**src/rtl/riscv_pkg.sv**
```systemverilog
// Shared RISC-V core definitions: datapath width, canonical NOP and reset vector,
// plus the {pc, instr} record carried through the fetch queue.
package riscv_pkg;

    localparam int XLEN = 32;
    localparam logic [XLEN-1:0] NOP_INSTR = 32'h0000_0013;
    localparam logic [XLEN-1:0] DEFAULT_RESET_PC = 32'h0000_0000;

    typedef struct packed {
        logic [XLEN-1:0] pc;
        logic [XLEN-1:0] instr;
    } fetch_entry_t;

endpackage

```
**src/rtl/fetch_queue.sv**
```systemverilog
// Small circular FIFO of fetched {pc, instr} pairs with synchronous flush.
// The head entry is held in its own register so decode sees registered outputs.
module fetch_queue
    import riscv_pkg::*;
#(
    parameter int QDEPTH = 2,
    localparam int PTRW = (QDEPTH > 1) ? $clog2(QDEPTH) : 1,
    localparam int CNTW = $clog2(QDEPTH + 1)
) (
    input  logic            clk,
    input  logic            reset,
    input  logic            flush_i,
    input  logic            push_i,
    input  logic [XLEN-1:0] pushPc_i,
    input  logic [XLEN-1:0] pushInstr_i,
    input  logic            pop_i,
    output logic [CNTW-1:0] count_o,
    output logic            full_o,
    output logic            empty_o,
    output logic [XLEN-1:0] headPc_o,
    output logic [XLEN-1:0] headInstr_o
);

    fetch_entry_t    mem_q [QDEPTH];
    fetch_entry_t    head_q, head_d;
    fetch_entry_t    pushEntry;
    logic [PTRW-1:0] rdPtr_q, rdPtr_d;
    logic [PTRW-1:0] wrPtr_q, wrPtr_d;
    logic [CNTW-1:0] count_q, count_d;
    logic            isFull, isEmpty, doPush, doPop;

    function automatic logic [PTRW-1:0] ptrInc(input logic [PTRW-1:0] p);
        if (p == PTRW'(QDEPTH - 1)) return '0;
        return p + 1'b1;
    endfunction

    assign pushEntry = '{pc: pushPc_i, instr: pushInstr_i};
    assign isFull    = (count_q == CNTW'(QDEPTH));
    assign isEmpty   = (count_q == '0);
    assign doPop     = pop_i && !isEmpty;
    assign doPush    = push_i && (!isFull || doPop);

    always_comb begin
        rdPtr_d = rdPtr_q;
        wrPtr_d = wrPtr_q;
        count_d = count_q;
        head_d  = head_q;
        if (flush_i) begin
            rdPtr_d = '0;
            wrPtr_d = '0;
            count_d = '0;
        end else begin
            if (doPush) wrPtr_d = ptrInc(wrPtr_q);
            if (doPop)  rdPtr_d = ptrInc(rdPtr_q);
            case ({doPush, doPop})
                2'b10:   count_d = count_q + 1'b1;
                2'b01:   count_d = count_q - 1'b1;
                default: count_d = count_q;
            endcase
            // The new head is either the incoming word (queue empty after the pop) or the next stored entry.
            if (doPush && (isEmpty || (doPop && count_q == CNTW'(1)))) begin
                head_d = pushEntry;
            end else if (doPop && count_q > CNTW'(1)) begin
                head_d = mem_q[ptrInc(rdPtr_q)];
            end
        end
    end

    always_ff @(posedge clk) begin
        if (doPush && !flush_i) mem_q[wrPtr_q] <= pushEntry;
    end

    always_ff @(posedge clk) begin
        if (!reset) begin
            rdPtr_q <= '0;
            wrPtr_q <= '0;
            count_q <= '0;
            head_q  <= '0;
        end else begin
            rdPtr_q <= rdPtr_d;
            wrPtr_q <= wrPtr_d;
            count_q <= count_d;
            head_q  <= head_d;
        end
    end

    assign count_o     = count_q;
    assign full_o      = isFull;
    assign empty_o     = isEmpty;
    assign headPc_o    = head_q.pc;
    assign headInstr_o = head_q.instr;

endmodule

```
**src/rtl/fetch_unit.sv**
```systemverilog
// Instruction fetch stage: owns the PC, keeps one request in flight to instruction
// memory, queues returned words for decode and handles flushes on redirect.
module fetch_unit
    import riscv_pkg::*;
#(
    parameter logic [XLEN-1:0] RESET_PC = DEFAULT_RESET_PC,
    parameter int              QDEPTH   = 2
) (
    input  logic            clk,
    input  logic            reset,
    output logic            imem_req,
    output logic [XLEN-1:0] imem_addr,
    input  logic            imem_ready,
    input  logic            imem_rvalid,
    input  logic [XLEN-1:0] imem_rdata,
    input  logic            redirect_valid,
    input  logic [XLEN-1:0] redirect_pc,
    output logic            out_valid,
    input  logic            out_ready,
    output logic [XLEN-1:0] out_instr,
    output logic [XLEN-1:0] out_pc
);

    localparam int CNTW = $clog2(QDEPTH + 1);

    logic [XLEN-1:0] fetchPc_q, fetchPc_d;
    logic [XLEN-1:0] reqPc_q, reqPc_d;
    logic            outstanding_q, outstanding_d;
    logic            drop_q, drop_d;
    logic            imemReq_q, imemReq_d;

    logic [CNTW-1:0] queueCount;
    logic            queueFull, queueEmpty;
    logic            accept, respValid, push, pop;
    int              countNext;
    logic            unusedBits;

    assign accept    = imemReq_q && imem_ready;
    assign respValid = imem_rvalid && outstanding_q;
    assign push      = respValid && !drop_q && !redirect_valid;
    assign pop       = !queueEmpty && out_ready && !redirect_valid;

    always_comb begin
        fetchPc_d     = fetchPc_q;
        reqPc_d       = reqPc_q;
        outstanding_d = outstanding_q;
        drop_d        = drop_q;
        if (redirect_valid) begin
            // Anything still in flight after this edge belongs to the old path and must be dropped.
            fetchPc_d     = {redirect_pc[XLEN-1:2], 2'b00};
            outstanding_d = (outstanding_q && !imem_rvalid) || accept;
            drop_d        = (outstanding_q && !imem_rvalid) || accept;
        end else begin
            if (accept) begin
                outstanding_d = 1'b1;
                reqPc_d       = fetchPc_q;
                fetchPc_d     = fetchPc_q + 32'd4;
            end
            if (respValid) begin
                outstanding_d = 1'b0;
                drop_d        = 1'b0;
            end
        end

        countNext = int'(queueCount);
        if (push) countNext = countNext + 1;
        if (pop)  countNext = countNext - 1;
        imemReq_d = !outstanding_d && (countNext < QDEPTH) && !redirect_valid;
    end

    always_ff @(posedge clk) begin
        if (!reset) begin
            fetchPc_q     <= RESET_PC;
            reqPc_q       <= '0;
            outstanding_q <= 1'b0;
            drop_q        <= 1'b0;
            imemReq_q     <= 1'b0;
        end else begin
            fetchPc_q     <= fetchPc_d;
            reqPc_q       <= reqPc_d;
            outstanding_q <= outstanding_d;
            drop_q        <= drop_d;
            imemReq_q     <= imemReq_d;
        end
    end

    fetch_queue #(
        .QDEPTH (QDEPTH)
    ) u_queue (
        .clk         (clk),
        .reset       (reset),
        .flush_i     (redirect_valid),
        .push_i      (push),
        .pushPc_i    (reqPc_q),
        .pushInstr_i (imem_rdata),
        .pop_i       (pop),
        .count_o     (queueCount),
        .full_o      (queueFull),
        .empty_o     (queueEmpty),
        .headPc_o    (out_pc),
        .headInstr_o (out_instr)
    );

    assign imem_req   = imemReq_q;
    assign imem_addr  = fetchPc_q;
    assign out_valid  = !queueEmpty;
    assign unusedBits = &{1'b0, queueFull, redirect_pc[1:0]};

endmodule
```
**config.mk**
```make
export PLATFORM = sky130hd
export DESIGN_NAME = fetch_unit
export DESIGN_NICKNAME = d
export VERILOG_FILES = /design/src/rtl/riscv_pkg.sv /design/src/rtl/fetch_queue.sv /design/src/rtl/fetch_unit.sv
export SDC_FILE = /design/constraint.sdc
export NUM_CORES = 1
export LEC_CHECK = 0
export ABC_AREA = 1
export CAP_MARGIN = 5
export CORE_UTILIZATION = 40
export CTS_BUF_LIST = sky130_fd_sc_hd__clkbuf_4 sky130_fd_sc_hd__clkbuf_8 sky130_fd_sc_hd__clkbuf_16
export CTS_CLUSTER_SIZE = 14
export DETAILED_ROUTE_END_ITERATION = 16
export GPL_ROUTABILITY_DRIVEN = 0
export GPL_TIMING_DRIVEN = 0
export PLACE_DENSITY = 0.68
export SYNTH_ARGS = -nofsm -noshare
export SYNTH_HDL_FRONTEND = slang
export SYNTH_SLANG_ARGS = --single-unit
```
**constraint.sdc**
```tcl
create_clock -name clk -period 7.5 [get_ports clk]
set_input_delay 1.5 -clock clk [delete_from_list [all_inputs] [get_ports clk]]
set_output_delay 1.5 -clock clk [all_outputs]
set_load 0.03 [all_outputs]
```
* Word-level counts from Yosys, hierarchy flattened
Memories as Yosys holds them, arrays and structs flattened.
Cells that the tools add are included.
W data, S select, Z words.
** Operators by class
- $add $sub $neg :: 7
- $lt $le $gt $ge :: 2
- Equality and inequality tests :: 4
- Multiplexer cells :: 31
- Bitwise operators :: 2
- Reduce and logical (&&, ||, !) cells :: 32
** Operators with widths (number)
- $mux W64 :: 2
- $mux W32 :: 3
- $add A32 B3 Y32 const B :: 1
- $lt A32 B3 Y1 const B :: 1
- $sub A32 B2 Y32 const B :: 1
- $mux W1 :: 24
- $logic_and A1 B1 Y1 :: 15
- $reduce_bool A2 Y1 :: 4
- $logic_not A1 Y1 :: 6
- $eq A2 B1 Y1 const B :: 2
- $eq A2 B2 Y1 const B :: 2
- $pmux W2 S2 :: 1
- $reduce_and A2 Y1 :: 2
- $add A2 B1 Y3 const B :: 1
- $logic_or A1 B1 Y1 :: 3
- $mux W3 :: 1
- $add A1 B1 Y1 const B :: 2
- $add A2 B1 Y2 const B :: 1
- $gt A2 B1 Y1 const B :: 1
- $logic_not A2 Y1 :: 1
- $not A1 Y1 :: 2
- $reduce_or A2 Y1 :: 1
- $sub A2 B1 Y2 const B :: 1
** Storage, ports and cells
- Flip-flop bits (word level) :: 135
- RAM bits :: 128
- Output and inout bits :: 98
- Word-level logic and storage cells :: 90
- Memories :: 1
** Memories
- u_queue.mem_q :: words 2, width 64, rd ports 1, clocked after memory_dff 0, wr ports 1, line fetch_queue.sv:24 : fetch_entry_t mem_q [QDEPTH];

* Longest topological paths before layout
Gate-level depths: netlist of the first run.
An unclocked memory read counts as a cell.
- Depth after elaboration :: 17
- Mapped depth :: 12
- Gate-level depth less buffers :: 11

* By module
From an unflattened synthesis of the first run, not the netlist that was laid out.
** Unflattened totals
- Cell total of the unflattened synthesis :: 1517
- Area, all modules :: 11930.2 um2
** By module, submodules not included
- fetch_queue :: times used 1, cells each 998, area each 8560.7 um2
- fetch_unit :: times used 1, cells each 519, area each 3369.5 um2

* Least setup slack after synthesis of the first run
OpenSTA, ideal clock, no wires.
- Kind :: input port to flip-flop
- Start :: in redirect_valid
- End :: mem u_queue.mem_q[1][0] (netlist name), enable pin
- Data arrival time :: 4.622 ns
- Required time :: 7.016 ns
- Setup slack :: 2.395 ns
- Stages :: 6
- Path buffers :: 1
- Cell sequence :: buf_6 > inv_6 > nand3_4 > nand2_2 > nand2_2 > nor2_1
** On the way
- Longest elaborated chain between the ends :: 8
- Elaborated cells between the ends (all ways) :: 9
** RTL lines
- start, declared :: line fetch_unit.sv:16 : input logic redirect_valid,
- $logic_not A1 Y1 * :: line fetch_queue.sv:70, fetch_unit.sv:40, fetch_unit.sv:41
- $logic_and A1 B1 Y1 :: line fetch_unit.sv:41 : assign pop = !queueEmpty && out_ready && !redirect_valid;
- $logic_and A1 B1 Y1 :: line fetch_queue.sv:40 : assign doPop = pop_i && !isEmpty;
- $logic_or A1 B1 Y1 :: line fetch_queue.sv:41 : assign doPush = push_i && (!isFull || doPop);
- $logic_and A1 B1 Y1 :: line fetch_queue.sv:41
- $logic_and A1 B1 Y1 * :: line fetch_queue.sv:70 : if (doPush && !flush_i) mem_q[wrPtr_q] <= pushEntry;
- $mux W1 * :: line fetch_queue.sv:70
- $mux W1 (implied by the code) * :: line fetch_queue.sv:70
- end, declared :: line fetch_queue.sv:24
Every way passes the cells marked *; elsewhere a longest branch is shown, timed or not.

* Worst setup path after layout of the first run
- Start :: reg u_queue.count_q[0] (netlist: u_queue.count_o[0])
- End :: out out_valid
** On the way
- Longest elaborated chain between the ends :: 2
** RTL lines
- start, declared :: line fetch_queue.sv:29 : logic [CNTW-1:0] count_q, count_d;
- start signal, assigned :: line fetch_queue.sv:82 : count_q <= count_d;
- $logic_not A2 Y1 :: line fetch_queue.sv:39 : assign isEmpty = (count_q == '0);
- $logic_not A1 Y1 :: line fetch_unit.sv:106 : assign out_valid = !queueEmpty;
- end, declared :: line fetch_unit.sv:18 : output logic out_valid,
No other way between the ends.

==> impl_metrics.csv, run 1 <==
group,metric,value,unit
clock_network,cts_tree,"built",
worst_setup_path,crit_cells,4,
sta,setup_violations,0,
final_layout,num-nets-final,1625,
power,p_leak,5.87,nW
global_routing,grt_max_degree,32,
power,p_sw_share,22.2,%
clock_network,cts.path.max_buffers,3,
floorplan,ios,168,
routing,ant_nets,0,
global_routing,grt_pass1_vias,9061,
worst_setup_path,worst_setup_path_start_kind,"flop",
routing,drc,0,
floorplan,coreArea,27100,µm²
yosys,synth_top_family_by_area,"simple AND/OR/NAND/NOR gates",
power,ir_drop,0.178,mV
sta,post-route-period-util,48.6,%
clock_network,cts_hold_buf,0,
worst_setup_path,cp_top_family,"buffers and inverters",
routing,drt_wl_total,30700,µm
sta,relSlewSlack,53.8,%
worst_setup_path,cp-startpoint,"u_queue.count_o[0]$_SDFFE_PP0P_",
sta,tightest_slew,0.694,ns
routing,drt-initial-drc-count,960,
floorplan,die_x,169,µm
routing,post_drt_wl_per_cell,15.8,µm
sta,fin_crit,3.64,ns
sta,tns,0,ns
yosys,synth-compound-area-share,8.56,%
global_routing,antenna_found_initial,0,
clock_network,cts.sinks,253,
worst_setup_path,endpoint_kind,"output port",
yosys,syn_area,11100,µm²
floorplan,die_area,28500,µm²
worst_setup_path,critPathMostFrequentCell,"inv_1",
power,pwr-share-comb,6.8,%
clock_network,cts-root-buf,"clkbuf_16",
yosys,muxShareOfSynthArea,0,%
global_routing,grt_pass1_wl,48100,µm
power,sequentialPowerShare,48.8,%
final_layout,layout-drive-gt1-share,6.82,%
clock_network,clk_pin_slew,0.06,ns
clock_network,post_cts_buffers,0,
worst_setup_path,worstSetupPathType,"reg2out",
worst_setup_path,crit_path_top_delay_cell,"clkdlybuf4s50_1",
final_layout,multi_input_area,4030,µm²
yosys,synth-xor-area-share,0.236,%
worst_setup_path,slowest_delay,0.76,ns
floorplan,initial_utilization,41.1,%
final_layout,final_common_cell,"nand2_1",
worst_setup_path,crit_fanout,5,
global_routing,overflow,0,
yosys,avgSynthCellArea,8.23,µm²
final_layout,diodes,0,
clock_network,clkLatencyLatePin,0.53,ns
clock_network,cts_buffers,27,
power,netSwitchingPower,0.679,mW
yosys,netlist_instances,1353,
global_routing,grt_usage,21.5,%
hold_path,hold-path-cell-count,0,
worst_setup_path,cp.required,6.00,ns
final_layout,area_growth,28.0,%
yosys,ys_seq_area_share,56.7,%
hold_path,min_from,"reqPc_q[18]$_SDFFE_PN0P_",
routing,vias,9556,
yosys,synthSimpleGateAreaFrac,26.5,%
worst_setup_path,cp_num_buf_inv,3,
final_layout,nFillCells,2513,
floorplan,die-height,169,µm
clock_network,cts_resized,0,
final_layout,layout.cells.non_filler,1941,
routing,firstDrtPassIters,5,
clock_network,cts_max_level,1,
power,p_clk_share,44.4,%
place,portBuffers,160,
place,placedCellCount,1892,
final_layout,final_cell_mix,"nand2_1 (409), nor2_1 (193), clkdlybuf4s50_1 (160), dfxtp_1 (129), edfxtp_1 (124)",
sta,layout_setup_ws,3.86,ns
yosys,ys_types,38,
status,run_status,"finished, final reports clean",
sta,skew,0.0222,ns
place,hpwl,21800,µm
hold_path,hp-class,"reg2reg",
sta,hold_violations,0,
sta,hold_slack,0.456,ns
sta,drv_slew,0,
power,power_density,215,nW/µm²
worst_setup_path,worstReg2RegStart,"u_queue.count_o[0]$_SDFFE_PP0P_",
flow_run,maxCapViolCount,0,
sta,fmax,274,MHz
sta,rsz0062_at_grt,"no",
floorplan,rows,60,
worst_setup_path,crit_chain,"inv_1, ha_1, inv_1, clkdlybuf4s50_1",
worst_setup_path,rr_worst_depth,9,
yosys,yosys_warnings,0,
yosys,synthAdderAreaFrac,0.675,%
routing,avgViaCountPerCell,4.92,
worst_setup_path,worst_ep_arrival_time,2.14,ns
yosys,synth_seq_cells,253,
final_layout,regArea,6310,µm²
power,p_int,2.39,mW
place,dpl_worst_slack,3.59,ns
[cell families after synthesis]
| logic type | after synthesis |
|---|---|
| AO/OA/AOI/OAI | 183 |
| other | 1 |
| flip-flops | 253 |
| adder cells (fa/ha/maj) | 6 |
| AND/OR/NAND/NOR | 724 |
| XOR/XNOR | 3 |
| buffers and inverters | 183 |
[final cells by class]
type	count	area share, %
Buffer	74	2.82
Clock buffer	42	6.12
Clock inverter	7	0.421
Inverter	109	2.91
Multi-Input combinational cell	920	28.3
Sequential cell	253	44.3
Tap cell	372	3.27
Timing Repair Buffer	164	11.9
[metal layers]
layer	GRT usage [%]	wire, µm	share of wire (%)	vias up
li1	-	-	-	4776
met1	28.7	13500	44	4390
met2	36.1	14400	47	345
met3	3.30	2250	7.3	45
met4	5.89	633	2.1	0
met5	0	0	0	-
[cell usage after synthesis, drive strengths merged]
cell,number,area share (%)
o21a,1,0.067
nand3,90,4.2
o211ai,2,0.13
o221ai,1,0.079
nand2,413,14
and2,2,0.11
dfxtp,129,23
nor3,2,0.19
a211oi,4,0.27
buf,40,2.5
inv,109,3.7
o21ai,133,6.0
nand3b,3,0.20
a31oi,6,0.34
nand4,15,0.84
xor2,2,0.16
nor2,198,6.8
nor4,1,0.056
conb,1,0.034
edfxtp,124,33
a21oi,33,1.5
xnor2,1,0.079
ha,6,0.67
a21boi,1,0.067
clkbuf,34,1.1
a22oi,2,0.13
[worst paths after layout]
check	to	slack [ns]
max	out_valid	3.86
min	u_queue.mem_q[0][50]$_DFFE_PP_	0.46
max reg2reg	u_queue.mem_q[1][54]$_DFFE_PP_	4.98
min reg2reg	u_queue.mem_q[0][50]$_DFFE_PP_	0.46
[flip-flops by register name, indices dropped and copies added, names as in the netlist]
signal               count
drop_q                   1
imem_addr               30
imem_req                 1
outstanding_q            1
reqPc_q                 30
u_queue.count_o          2
u_queue.headInstr_o     32
u_queue.headPc_o        30
u_queue.mem_q          124
u_queue.rdPtr_q          1
u_queue.wrPtr_q          1
[power by group through the flow]
stage	Combinational (mW)	Sequential, mW	Clock (mW)
final	0.208	1.50	1.36
after global routing	0.224	1.50	1.44
after CTS	0.208	1.50	1.38
after detailed placement	0.207	1.52	0
after global placement	0.203	1.52	0
after floorplan	0.0746	1.55	0
[metrics by stage]
stage	cell area [µm²]	power (mW)	util [%]
global placement	13200	1.73	48.7
finish	14200	3.07	52.6
floorplan	11100	1.62	-
CTS	14200	3.09	52.6
global route	14200	3.17	52.6
detailed placement	13300	1.73	49.1
Power figures use the tool's default switching activity.
==> run 2: changes to the inputs <==
- PLACE_DENSITY: 0.68 -> 0.7
- clock period: 7.5 -> 3 ns (I/O delays scaled with it)
==> run 2 against run 1 <==
Die area did not move. Power increased by 140%. Clock power up 130%. Critical path depth unchanged. Non-clock buffer count did not move. Cell count is essentially flat.
==> impl_metrics.csv, run 2 (same netlist as run 1, synthesis figures left out) <==
group,metric,value,unit
global_routing,overflow,0,
final_layout,multi_input_area,4030,µm²
sta,drv_slew,0,
floorplan,die-height,169,µm
worst_setup_path,critPathMostFrequentCell,"inv_1",
power,netSwitchingPower,1.70,mW
final_layout,layout-drive-gt1-share,6.82,%
clock_network,clk_pin_slew,0.06,ns
worst_setup_path,worstSetupPathType,"reg2out",
routing,post_drt_wl_per_cell,15.8,µm
global_routing,grt_pass1_vias,9299,
floorplan,coreArea,27100,µm²
worst_setup_path,crit_chain,"inv_1, ha_1, inv_1, clkdlybuf4s50_1",
global_routing,antenna_found_initial,0,
routing,ant_nets,0,
sta,fin_crit,2.76,ns
floorplan,die_x,169,µm
clock_network,clkLatencyLatePin,0.54,ns
final_layout,fin_area,14200,µm²
clock_network,cts_resized,0,
worst_setup_path,crit_fanout,5,
final_layout,final_common_cell,"nand2_1",
clock_network,cts_hold_buf,0,
sta,layout_setup_ws,0.239,ns
floorplan,ios,168,
flow_run,maxCapViolCount,0,
clock_network,post_cts_buffers,0,
place,dpl_cell_area,13300,µm²
power,p_int,5.76,mW
final_layout,nFillCells,2519,
sta,hold_violations,0,
place,dpl_worst_slack,0.241,ns
clock_network,cts.sinks,253,
routing,vias,9571,
sta,post-route-period-util,92.0,%
sta,setup_violations,0,
global_routing,grt_max_degree,31,
worst_setup_path,worst_ep_arrival_time,2.16,ns
sta,skew,0.0119,ns
final_layout,top_register,"u_queue.mem_q",
worst_setup_path,worst_setup_path_start_kind,"flop",
sta,fmax,362,MHz
worst_setup_path,cp.required,2.40,ns
clock_network,cts-root-buf,"clkbuf_16",
hold_path,hp-class,"reg2reg",
clock_network,cts.path.max_buffers,3,
routing,firstDrtPassIters,5,
floorplan,die_area,28500,µm²
floorplan,rows,60,
floorplan,initial_utilization,41.1,%
sta,tightest_slew,0.796,ns
power,power_density,526,nW/µm²
global_routing,grt_pass1_wl,48500,µm
final_layout,diodes,0,
place,hpwl,21900,µm
final_layout,largest_reg_flops,124,
final_layout,final_cell_mix,"nand2_1 (409), nor2_1 (193), clkdlybuf4s50_1 (160), dfxtp_1 (129), edfxtp_1 (124)",
worst_setup_path,endpoint_kind,"output port",
power,p_clk_share,42.8,%
worst_setup_path,slowest_delay,0.75,ns
status,run_status,"finished, final reports clean",
routing,drt_wl_total,30700,µm
clock_network,cts_tree,"built",
power,p_leak,5.83,nW
place,portBuffers,160,
sta,relSlewSlack,46.9,%
power,p_sw_share,22.8,%
final_layout,area_growth,27.3,%
power,ir_drop,0.462,mV
power,sequentialPowerShare,50.2,%
power,pwr-share-comb,7.0,%
sta,rsz0062_at_grt,"no",
clock_network,cts_max_level,1,
clock_network,cts_buffers,27,
worst_setup_path,crit_path_top_delay_cell,"clkdlybuf4s50_1",
final_layout,num-nets-final,1625,
routing,drc,0,
routing,avgViaCountPerCell,4.93,
worst_setup_path,reg2reg_slack,0.69,ns
final_layout,regArea,6310,µm²
routing,drt-initial-drc-count,744,
global_routing,grt_usage,21.7,%
## run 2: changes by cell type in the layout (fill, tap and decap cells not counted)
cell        previous run  this run
buf_12                 2         4
buf_16                 2         0
bufinv_16              1         0
clkbuf_16             30        28
clkbuf_4               7         9
clkbuf_8               5         3
clkinv_1               0         1
clkinv_2               6         7
clkinvlp_4             0         1
inv_6                  1         2
## run 2: worst paths after layout
| check | from | end | depth (start not counted) |
|---|---|---|---|
| worst max register to register | u_queue.count_o[0]$_SDFFE_PP0P_ | u_queue.headPc_o[26]$_SDFFE_PN0P_ | 10 |
| worst min register to register | reqPc_q[8]$_SDFFE_PN0P_ | u_queue.mem_q[1][40]$_DFFE_PP_ | 0 |
| worst max-delay path | u_queue.count_o[0]$_SDFFE_PP0P_ | out_valid | 4 |
| worst min-delay path | reqPc_q[8]$_SDFFE_PN0P_ | u_queue.mem_q[1][40]$_DFFE_PP_ | 0 |
## run 2: layout make-up
type / instances / area share [%]
multi-input cells: 920 / 28.5
clock inverters: 10 / 0.389
clock buffers: 40 / 5.71
plain buffers: 74 / 2.83
well taps: 372 / 3.29
repair buffers: 164 / 11.9
inverters: 109 / 2.92
flip-flops and latches: 253 / 44.5
## run 2: worst max-delay path: cells and delay by family, from the launching register on
family	cells	cell delay, ns
DFF	1	0.43
adders and majority gates	1	0.20
buffers and inverters	3	0.99
## run 2: power groups by stage
stage          clock network (mW)  registers (mW)  logic, mW
2_1_floorplan                   0            3.86      0.187
5_1_grt                      3.39            3.75      0.562
3_3_place_gp                    0            3.81      0.508
6_report                     3.19            3.74      0.522
4_1_cts                      3.25            3.74      0.522
3_5_place_dp                    0            3.81      0.518
## run 2: through the flow
stage | TNS (ns) | std cells | total power, mW | utilization, % | hold WS [ns]
5_1_grt | 0 | 1942 | 7.70 | 52.3 | 0.460
2_1_floorplan | 0 | 1356 | 4.05 | - | 0.426
4_1_cts | 0 | 1942 | 7.51 | 52.3 | 0.449
3_3_place_gp | -74.72 | 1888 | 4.32 | 48.8 | 0.426
3_5_place_dp | 0 | 1892 | 4.33 | 49.1 | 0.437
6_report | 0 | 1942 | 7.45 | 52.3 | 0.451
## run 2: routing by layer
layer	vias to the layer above	part of all wire (%)	global-route usage [%]
met3	66	8.2	3.81
met5	-	0	0
met4	0	3.3	8.18
li1	4783	-	-
met1	4354	42	28.5
met2	368	46	35.7
